==> config.mk <==
export PLATFORM = sky130hd
export DESIGN_NAME = bcd_conv_arbiter
export DESIGN_NICKNAME = d
export VERILOG_FILES = /design/src/rtl/bcd_conv_arbiter.sv
export SDC_FILE = /design/constraint.sdc
export NUM_CORES = 1
export LEC_CHECK = 0
export BUFFER_PORTS_ARGS = -buffer_cell sky130_fd_sc_hd__buf_2
export CAP_MARGIN = 10
export CORE_ASPECT_RATIO = 0.7
export CORE_MARGIN = 10
export CORE_UTILIZATION = 40
export DETAILED_ROUTE_END_ITERATION = 7
export PLACE_DENSITY_LB_ADDON = 0.15
export SKIP_CTS_REPAIR_TIMING = 1
export SYNTH_ARGS = -nofsm -noshare
export SYNTH_HDL_FRONTEND = slang
export SYNTH_SLANG_ARGS = --single-unit
==> constraint.sdc <==
create_clock -name clock -period 2.6 [get_ports clock]
set_input_delay 0.52 -clock clock [delete_from_list [all_inputs] [get_ports clock]]
set_output_delay 0.52 -clock clock [all_outputs]
set_load 0.005 [all_outputs]
==> src/rtl/bcd_conv_arbiter.sv <==
// Shares one serial binary-to-BCD converter among N_REQ requesters with round-robin grant.
// Define BCD_CONV_ARB_FIXED_PRIO_EN for fixed priority (lowest index wins, no rotating pointer).
module bcd_conv_arbiter #(
   parameter int N_REQ    = 4,
   parameter int BIN_W    = 24,
   parameter int BCD_W    = 32,
   parameter int CONV_LAT = 25,
   parameter int ID_W     = (N_REQ > 1) ? $clog2(N_REQ) : 1
) (
   input  logic                   clock,
   input  logic                   a_rst_n,
   input  logic [N_REQ-1:0]       req,
   input  logic [N_REQ*BIN_W-1:0] bin_in,
   output logic [N_REQ-1:0]       ack,
   output logic [BCD_W-1:0]       bcd_out,
   output logic [ID_W-1:0]        bcd_id,
   output logic                   busy,
   output logic                   conv_load,
   output logic [BIN_W-1:0]       conv_bin,
   input  logic [BCD_W-1:0]       conv_bcd
);
   localparam int CNT_W = $clog2(CONV_LAT + 1);
   localparam logic [CNT_W-1:0] CNT_LAST = CNT_W'(CONV_LAT - 1);

   typedef enum logic [1:0] {
      S_IDLE = 2'd0,
      S_LOAD = 2'd1,
      S_BUSY = 2'd2,
      S_DONE = 2'd3
   } state_t;

   state_t             state_q, state_d;
   logic [CNT_W-1:0]   cnt_q, cnt_d;
   logic [ID_W-1:0]    id_q, id_d;
   logic [BIN_W-1:0]   conv_bin_q, conv_bin_d;
   logic               conv_load_q, conv_load_d;
   logic               busy_q, busy_d;
   logic [N_REQ-1:0]   ack_q, ack_d;
   logic [BCD_W-1:0]   bcd_out_q, bcd_out_d;
   logic [ID_W-1:0]    bcd_id_q, bcd_id_d;
   logic [ID_W-1:0]    gnt_s;
   logic [BIN_W-1:0]   sel_bin_s;
`ifdef BCD_CONV_ARB_FIXED_PRIO_EN
`else
   logic [ID_W-1:0]    rr_ptr_q, rr_ptr_d;
`endif

   // First requester at or after ptr, wrapping past N_REQ-1 back to 0.
   function automatic logic [ID_W-1:0] pick(input logic [N_REQ-1:0] r, input logic [ID_W-1:0] ptr);
      logic [ID_W-1:0] w;
      logic [ID_W-1:0] idx;
      logic            found;
      w     = '0;
      found = 1'b0;
      for (int k = 0; k < N_REQ; k++) begin
         idx   = ID_W'((int'(ptr) + k) % N_REQ);
         w     = (!found && r[idx]) ? idx : w;
         found = found | r[idx];
      end
      return w;
   endfunction

   // Arbitration and operand selection
   always_comb begin
`ifdef BCD_CONV_ARB_FIXED_PRIO_EN
      gnt_s = pick(req, '0);
`else
      gnt_s = pick(req, rr_ptr_q);
`endif
      sel_bin_s = '0;
      for (int i = 0; i < N_REQ; i++) begin
         sel_bin_s = (gnt_s == ID_W'(i)) ? bin_in[i*BIN_W +: BIN_W] : sel_bin_s;
      end
   end

   // FSM state register
   always_ff @(posedge clock or negedge a_rst_n) begin
      if (!a_rst_n) begin
         state_q <= S_IDLE;
      end else begin
         state_q <= state_d;
      end
   end

   // FSM next-state logic
   always_comb begin
      state_d = state_q;
      case (state_q)
         S_IDLE: begin
            if (|req) state_d = S_LOAD;
            else      state_d = S_IDLE;
         end
         S_LOAD: state_d = S_BUSY;
         S_BUSY: begin
            if (cnt_q == CNT_LAST) state_d = S_DONE;
            else                   state_d = S_BUSY;
         end
         S_DONE:  state_d = S_IDLE;
         default: state_d = S_IDLE;
      endcase
   end

   // FSM output and datapath next values; every output is a flop so load/ack are glitch-free
   always_comb begin
      cnt_d       = cnt_q;
      id_d        = id_q;
      conv_bin_d  = conv_bin_q;
      conv_load_d = 1'b0;
      busy_d      = busy_q;
      ack_d       = '0;
      bcd_out_d   = bcd_out_q;
      bcd_id_d    = bcd_id_q;
`ifdef BCD_CONV_ARB_FIXED_PRIO_EN
`else
      rr_ptr_d    = rr_ptr_q;
`endif
      case (state_q)
         S_IDLE: begin
            if (|req) begin
               id_d        = gnt_s;
               conv_bin_d  = sel_bin_s;
               conv_load_d = 1'b1;
               busy_d      = 1'b1;
            end else begin
               busy_d      = 1'b0;
            end
         end
         S_LOAD: cnt_d = '0;
         S_BUSY: begin
            cnt_d = cnt_q + CNT_W'(1);
            if (cnt_q == CNT_LAST) begin
               bcd_out_d = conv_bcd;
               bcd_id_d  = id_q;
               ack_d     = N_REQ'(1'b1) << id_q;
            end else begin
               ack_d     = '0;
            end
         end
         S_DONE: begin
            busy_d = 1'b0;
`ifdef BCD_CONV_ARB_FIXED_PRIO_EN
`else
            rr_ptr_d = (id_q == ID_W'(N_REQ - 1)) ? '0 : (id_q + ID_W'(1));
`endif
         end
         default: busy_d = 1'b0;
      endcase
   end

   // Datapath and output registers
   always_ff @(posedge clock or negedge a_rst_n) begin
      if (!a_rst_n) begin
         cnt_q       <= '0;
         id_q        <= '0;
         conv_bin_q  <= '0;
         conv_load_q <= 1'b0;
         busy_q      <= 1'b0;
         ack_q       <= '0;
         bcd_out_q   <= '0;
         bcd_id_q    <= '0;
`ifdef BCD_CONV_ARB_FIXED_PRIO_EN
`else
         rr_ptr_q    <= '0;
`endif
      end else begin
         cnt_q       <= cnt_d;
         id_q        <= id_d;
         conv_bin_q  <= conv_bin_d;
         conv_load_q <= conv_load_d;
         busy_q      <= busy_d;
         ack_q       <= ack_d;
         bcd_out_q   <= bcd_out_d;
         bcd_id_q    <= bcd_id_d;
`ifdef BCD_CONV_ARB_FIXED_PRIO_EN
`else
         rr_ptr_q    <= rr_ptr_d;
`endif
      end
   end

   assign ack       = ack_q;
   assign bcd_out   = bcd_out_q;
   assign bcd_id    = bcd_id_q;
   assign busy      = busy_q;
   assign conv_load = conv_load_q;
   assign conv_bin  = conv_bin_q;

endmodule
Word level (Yosys, flattened, before mapping)
Index checks and enable logic that the tools add are counted.
- register bits after elaboration: 75
- latch bits: 0
- memory bits (writable): 0
- memory bits (read-only): 0
- bits of input ports: 134
- output and inout port bits: 64
- word-level logic and storage cells: 69
- memories kept: 0
- add/sub/neg operators: 5
- multiply operators: 0
- divide/modulo/power cells: 0
- $lt $le $gt $ge: 4
- equal/unequal tests: 8
- shifts and indexed selects: 1
- mux-type cells: 26
- bitwise gates (word level): 2
- reduce and logical (&&, ||, !) cells: 13
- operators by type and width (cell ; number):
    2-to-1 mux 24 bit ; 4
    less-than comparator 2 x 3 -> 1 bit, second input constant ; 4
    equality test 2 bit, second input constant ; 5
    2-to-1 mux 2 bit ; 5
    case mux 5 bit (2 select lines) ; 1
    binary-select mux 1 bit (select 2 bit) ; 4
    2-to-1 mux 1 bit ; 8
    2-to-1 mux 4 bit ; 2
    case mux 2 bit (4 select lines) ; 1
    adder 5 x 1 -> 5 bit, second input constant ; 1
    equality test 5 bit, second input constant ; 1
    adder 2 x 1 -> 2 bit, second input constant ; 2
    adder 2 bit, second input constant ; 2
    equality test 2 x 1 -> 1 bit, second input constant ; 2
    zero test 2 bit ; 2
    AND reduction 2 bit ; 2
    nonzero test 2 bit ; 2
    OR reduction 4 bit ; 1
    << shifter 1 x 2 -> 4 bit, first input constant ; 1
    logical AND 1 bit ; 3
    zero test 1 bit ; 3
    OR 1 bit ; 2
    case mux 1 bit (2 select lines) ; 1

Longest topological paths before layout
- depth after elaboration: 13
- gate-level depth with buffers: 9
- depth with buffers taken out: 6

Worst setup path after synthesis
OpenSTA, ideal clock, no wires.
- kind: reg2reg
- start: register state_q[0]
- end: register bcd_out_q[0], in the netlist bcd_out[0]
- library setup time: 0.125 ns
- data arrival time: 1.744 ns
- required time: 2.475 ns
- path slack: 0.731 ns
- stages on the path, launching flop included: 8
- path buffers: 2
- period minus slack after synthesis: 1.869 ns
- cells stage by stage: dfrtp_1 > inv_1 > ha_1 > inv_2 > or4_4 > buf_6 > buf_12 > mux2_4
- cells in the longest elaborated chain, start to end: 2
- RTL lines (item ; line ; RTL):
    from (decl) ; 32 ; state_t state_q, state_d;
    from (signal assigned) ; 81 ; state_q <= state_d;
    equality test 2 bit ; 117 ; case (state_q)
    AND reduction 2 bit (no line) ; n/a ;
    to (signal assigned) ; 172 ; bcd_out_q <= bcd_out_d;
    to (decl) ; 39 ; logic [BCD_W-1:0] bcd_out_q, bcd_out_d;
No other way between the ends.
A chain may end at the register's enable or synchronous reset.

Final worst setup path
- start: register state_q[0]
- end: register bcd_out_q[31], in the netlist bcd_out[31]
The elaborated chain is that of the path after synthesis.

==> results.json <==
{
  "chipWidth_um": 136,
  "clock-sinks": 75,
  "critPathTopFamily": "simple AND/OR/NAND/NOR gates",
  "seq_area_frac_synth_pct": 49.8,
  "core-area_um2": 9110,
  "track_usage_pct": 15.6,
  "io_pins": 198,
  "startpoint_type": "flip-flop",
  "power_uw": 4770,
  "fill_cells": 819,
  "path_cells": "inv_1 > ha_1 > inv_2 > or4_4 > mux2_4",
  "drc": 0,
  "tns_ns": 0,
  "irDropWorstVdd_uv": 587,
  "syn_area_per_cell_um2": 12.7,
  "overflow": 0,
  "syn_nets": 440,
  "cap_violations": 0,
  "grt_pass1_vias": 3341,
  "die-area_um2": 13800,
  "fmax_mhz": 469,
  "antennaDiodeCount": 0,
  "power.density_nw_per_um2": 922,
  "min_period_over_period_pct": 82.1,
  "htreeDepth": 3,
  "clk_pin_slew_ns": 0.06,
  "drt-vias-per-instance": 4.87,
  "status": "finished clean",
  "antenna_found_initial": 0,
  "cts_tree": "built",
  "yosysUniqueCellTypes": 29,
  "wl_per_cell_um": 17.9,
  "finalHoldViolCount": 0,
  "cp-end-kind": "flip-flop",
  "port_buffers": 197,
  "clkLatencyLatePin_ns": 0.33,
  "yosys_warnings": 0,
  "ys_ff_latch": 75,
  "initial_core_util_pct": 41.4,
  "drive_gt1_share_pct": 52.2,
  "hp-class": "input port to async pin",
  "crit_type": "flip-flop to flip-flop",
  "final_cell_mix": "buf_2, dfrtp_1, mux2i_1, nand2_1, mux2_4",
  "syn-cell-area_um2": 3770,
  "skew_ns": 0.00653,
  "arrival_ns": 2.35,
  "drt-total-wl_mm": 11.2,
  "netlist_instances": 297,
  "crit_buf_inv": 2,
  "num_vias": 3036,
  "drv_slew": 0,
  "multi_input_area_um2": 1650,
  "grt_pass1_wl_mm": 17.2,
  "drtAntennaViolNets": 0,
  "rows": 29,
  "regArea_um2": 1880,
  "gp_congestion": 0.793,
  "cts_made_buffers": 9,
  "slew_headroom_pct": 53.1,
  "period_needed_ns": 2.13,
  "critPathMaxFanout": 41,
  "nets": 638,
  "rsz0062_at_grt": "false",
  "cpPeakStageDelay_ns": 0.80,
  "critPathSlowestCell": "or4_4",
  "grt_max_degree": 44,
  "dr.pass1.iters": 4,
  "dp_hpwl_mm": 8.64,
  "setup_viol": 0,
  "clock_path_buffers": 2,
  "required_ns": 2.81,
  "areaGrowthSynthToFinish_pct": 37.3,
  "die_y_um": 101,
  "cts_root_buf": "clkbuf_16",
  "first_iter_violations": 64,
  "leakage_uw": 0.00279,
  "final_common_cell": "buf_2",
  "tightest_slew_ns": 0.703
}
-- report_power, final --
group          leakage (uW)  switching [uW]  internal (uW)
clock              0.000163             485            943
combinational       0.00172             895            810
sequential         0.000907             168           1470
-- metal layers --
layer	part of all wire, %	vias to the layer above	GRT usage [%]
met5	0	-	0
met3	7.6	13	5.89
met1	43	1451	18.8
met2	48	109	26.0
met4	0.89	0	3.76
li1	-	1463	-
-- sequential cells by signal (all words and copies together), names as in the netlist --
| name | cells |
|---|---|
| ack | 4 |
| conv_load | 1 |
| bcd_id | 2 |
| conv_bin | 24 |
| busy | 1 |
| bcd_out | 32 |
| state_q | 2 |
| id_q | 2 |
| rr_ptr_q | 2 |
| cnt_q | 5 |
-- worst register-to-register path, stage by stage, from the launching register on --
cell	delay, ns
dfrtp_1	0.38
inv_1	0.08
ha_1	0.25
inv_2	0.07
or4_4	0.80
mux2_4	0.44
-- worst paths after layout --
check / start / cells after the start / end / slack [ns]
max in group asynchronous: a_rst_n / 2 / conv_bin[6] / 1.89
max: state_q[0] / 5 / bcd_out[31] / 0.47
min in group clock: conv_bcd[27] / 2 / bcd_out[27] / 0.42
max reg2reg: state_q[0] / 5 / bcd_out[31] / 0.47
min: a_rst_n / 1 / conv_bin[17] / 0.13
min reg2reg: bcd_id[1] / 2 / bcd_id[1] / 0.47
-- logic make-up (layout without fill, tap and decap cells) --
logic type,Yosys count,in the layout,share of synthesized area [%]
flops,75,75,49.8
fa+ha+maj,9,9,2.99
compound gates,42,42,8.40
simple gates,53,53,6.11
buf+inv,35,238,6.44
mux,83,83,26.3
-- final cells by class --
type / instances / area share (%)
inverter: 15 / 1.09
tap: 124 / 3.00
multi-input combinational: 187 / 31.9
sequential: 75 / 36.3
timing repair buffer: 207 / 21.0
clock inverter: 7 / 2.37
clock buffer: 9 / 4.35
-- cell usage after synthesis --
master / number / share of area [%]
buf_2: 5 / 0.66
nand2_1: 35 / 3.5
mux2_4: 31 / 12
inv_2: 2 / 0.20
nand3_1: 4 / 0.53
o221ai_1: 24 / 5.6
a21oi_1: 3 / 0.40
nand2b_1: 4 / 0.66
buf_12: 3 / 1.6
buf_6: 4 / 1.2
inv_1: 13 / 1.3
or4_4: 1 / 0.30
ha_1: 9 / 3.0
nor2b_1: 1 / 0.17
o22ai_1: 2 / 0.33
mux2i_1: 49 / 13
mux2_2: 3 / 0.90
o22a_1: 1 / 0.23
a21o_1: 1 / 0.20
buf_4: 4 / 0.80
o21ai_0: 8 / 1.1
nor4_1: 1 / 0.17
a211oi_1: 1 / 0.20
nor3b_1: 1 / 0.20
buf_8: 1 / 0.40
clkbuf_1: 3 / 0.30
nor2_1: 6 / 0.60
o31ai_1: 2 / 0.40
dfrtp_1: 75 / 50
-- stage by stage --
stage          util (%)  std cells  hold slack [ns]  setup slack (ns)  area (um2)
6_report           56.8        624            0.125             0.466        5170
5_1_grt            56.8        624            0.151             0.378        5170
4_1_cts            56.8        624            0.142             0.478        5170
3_5_place_dp       53.0        608            0.466             0.422        4830
3_3_place_gp       53.0        608            0.466             0.475        4830
2_1_floorplan         -        297            0.224             0.731        3770
No activity file was read; power rests on OpenSTA's default activity.
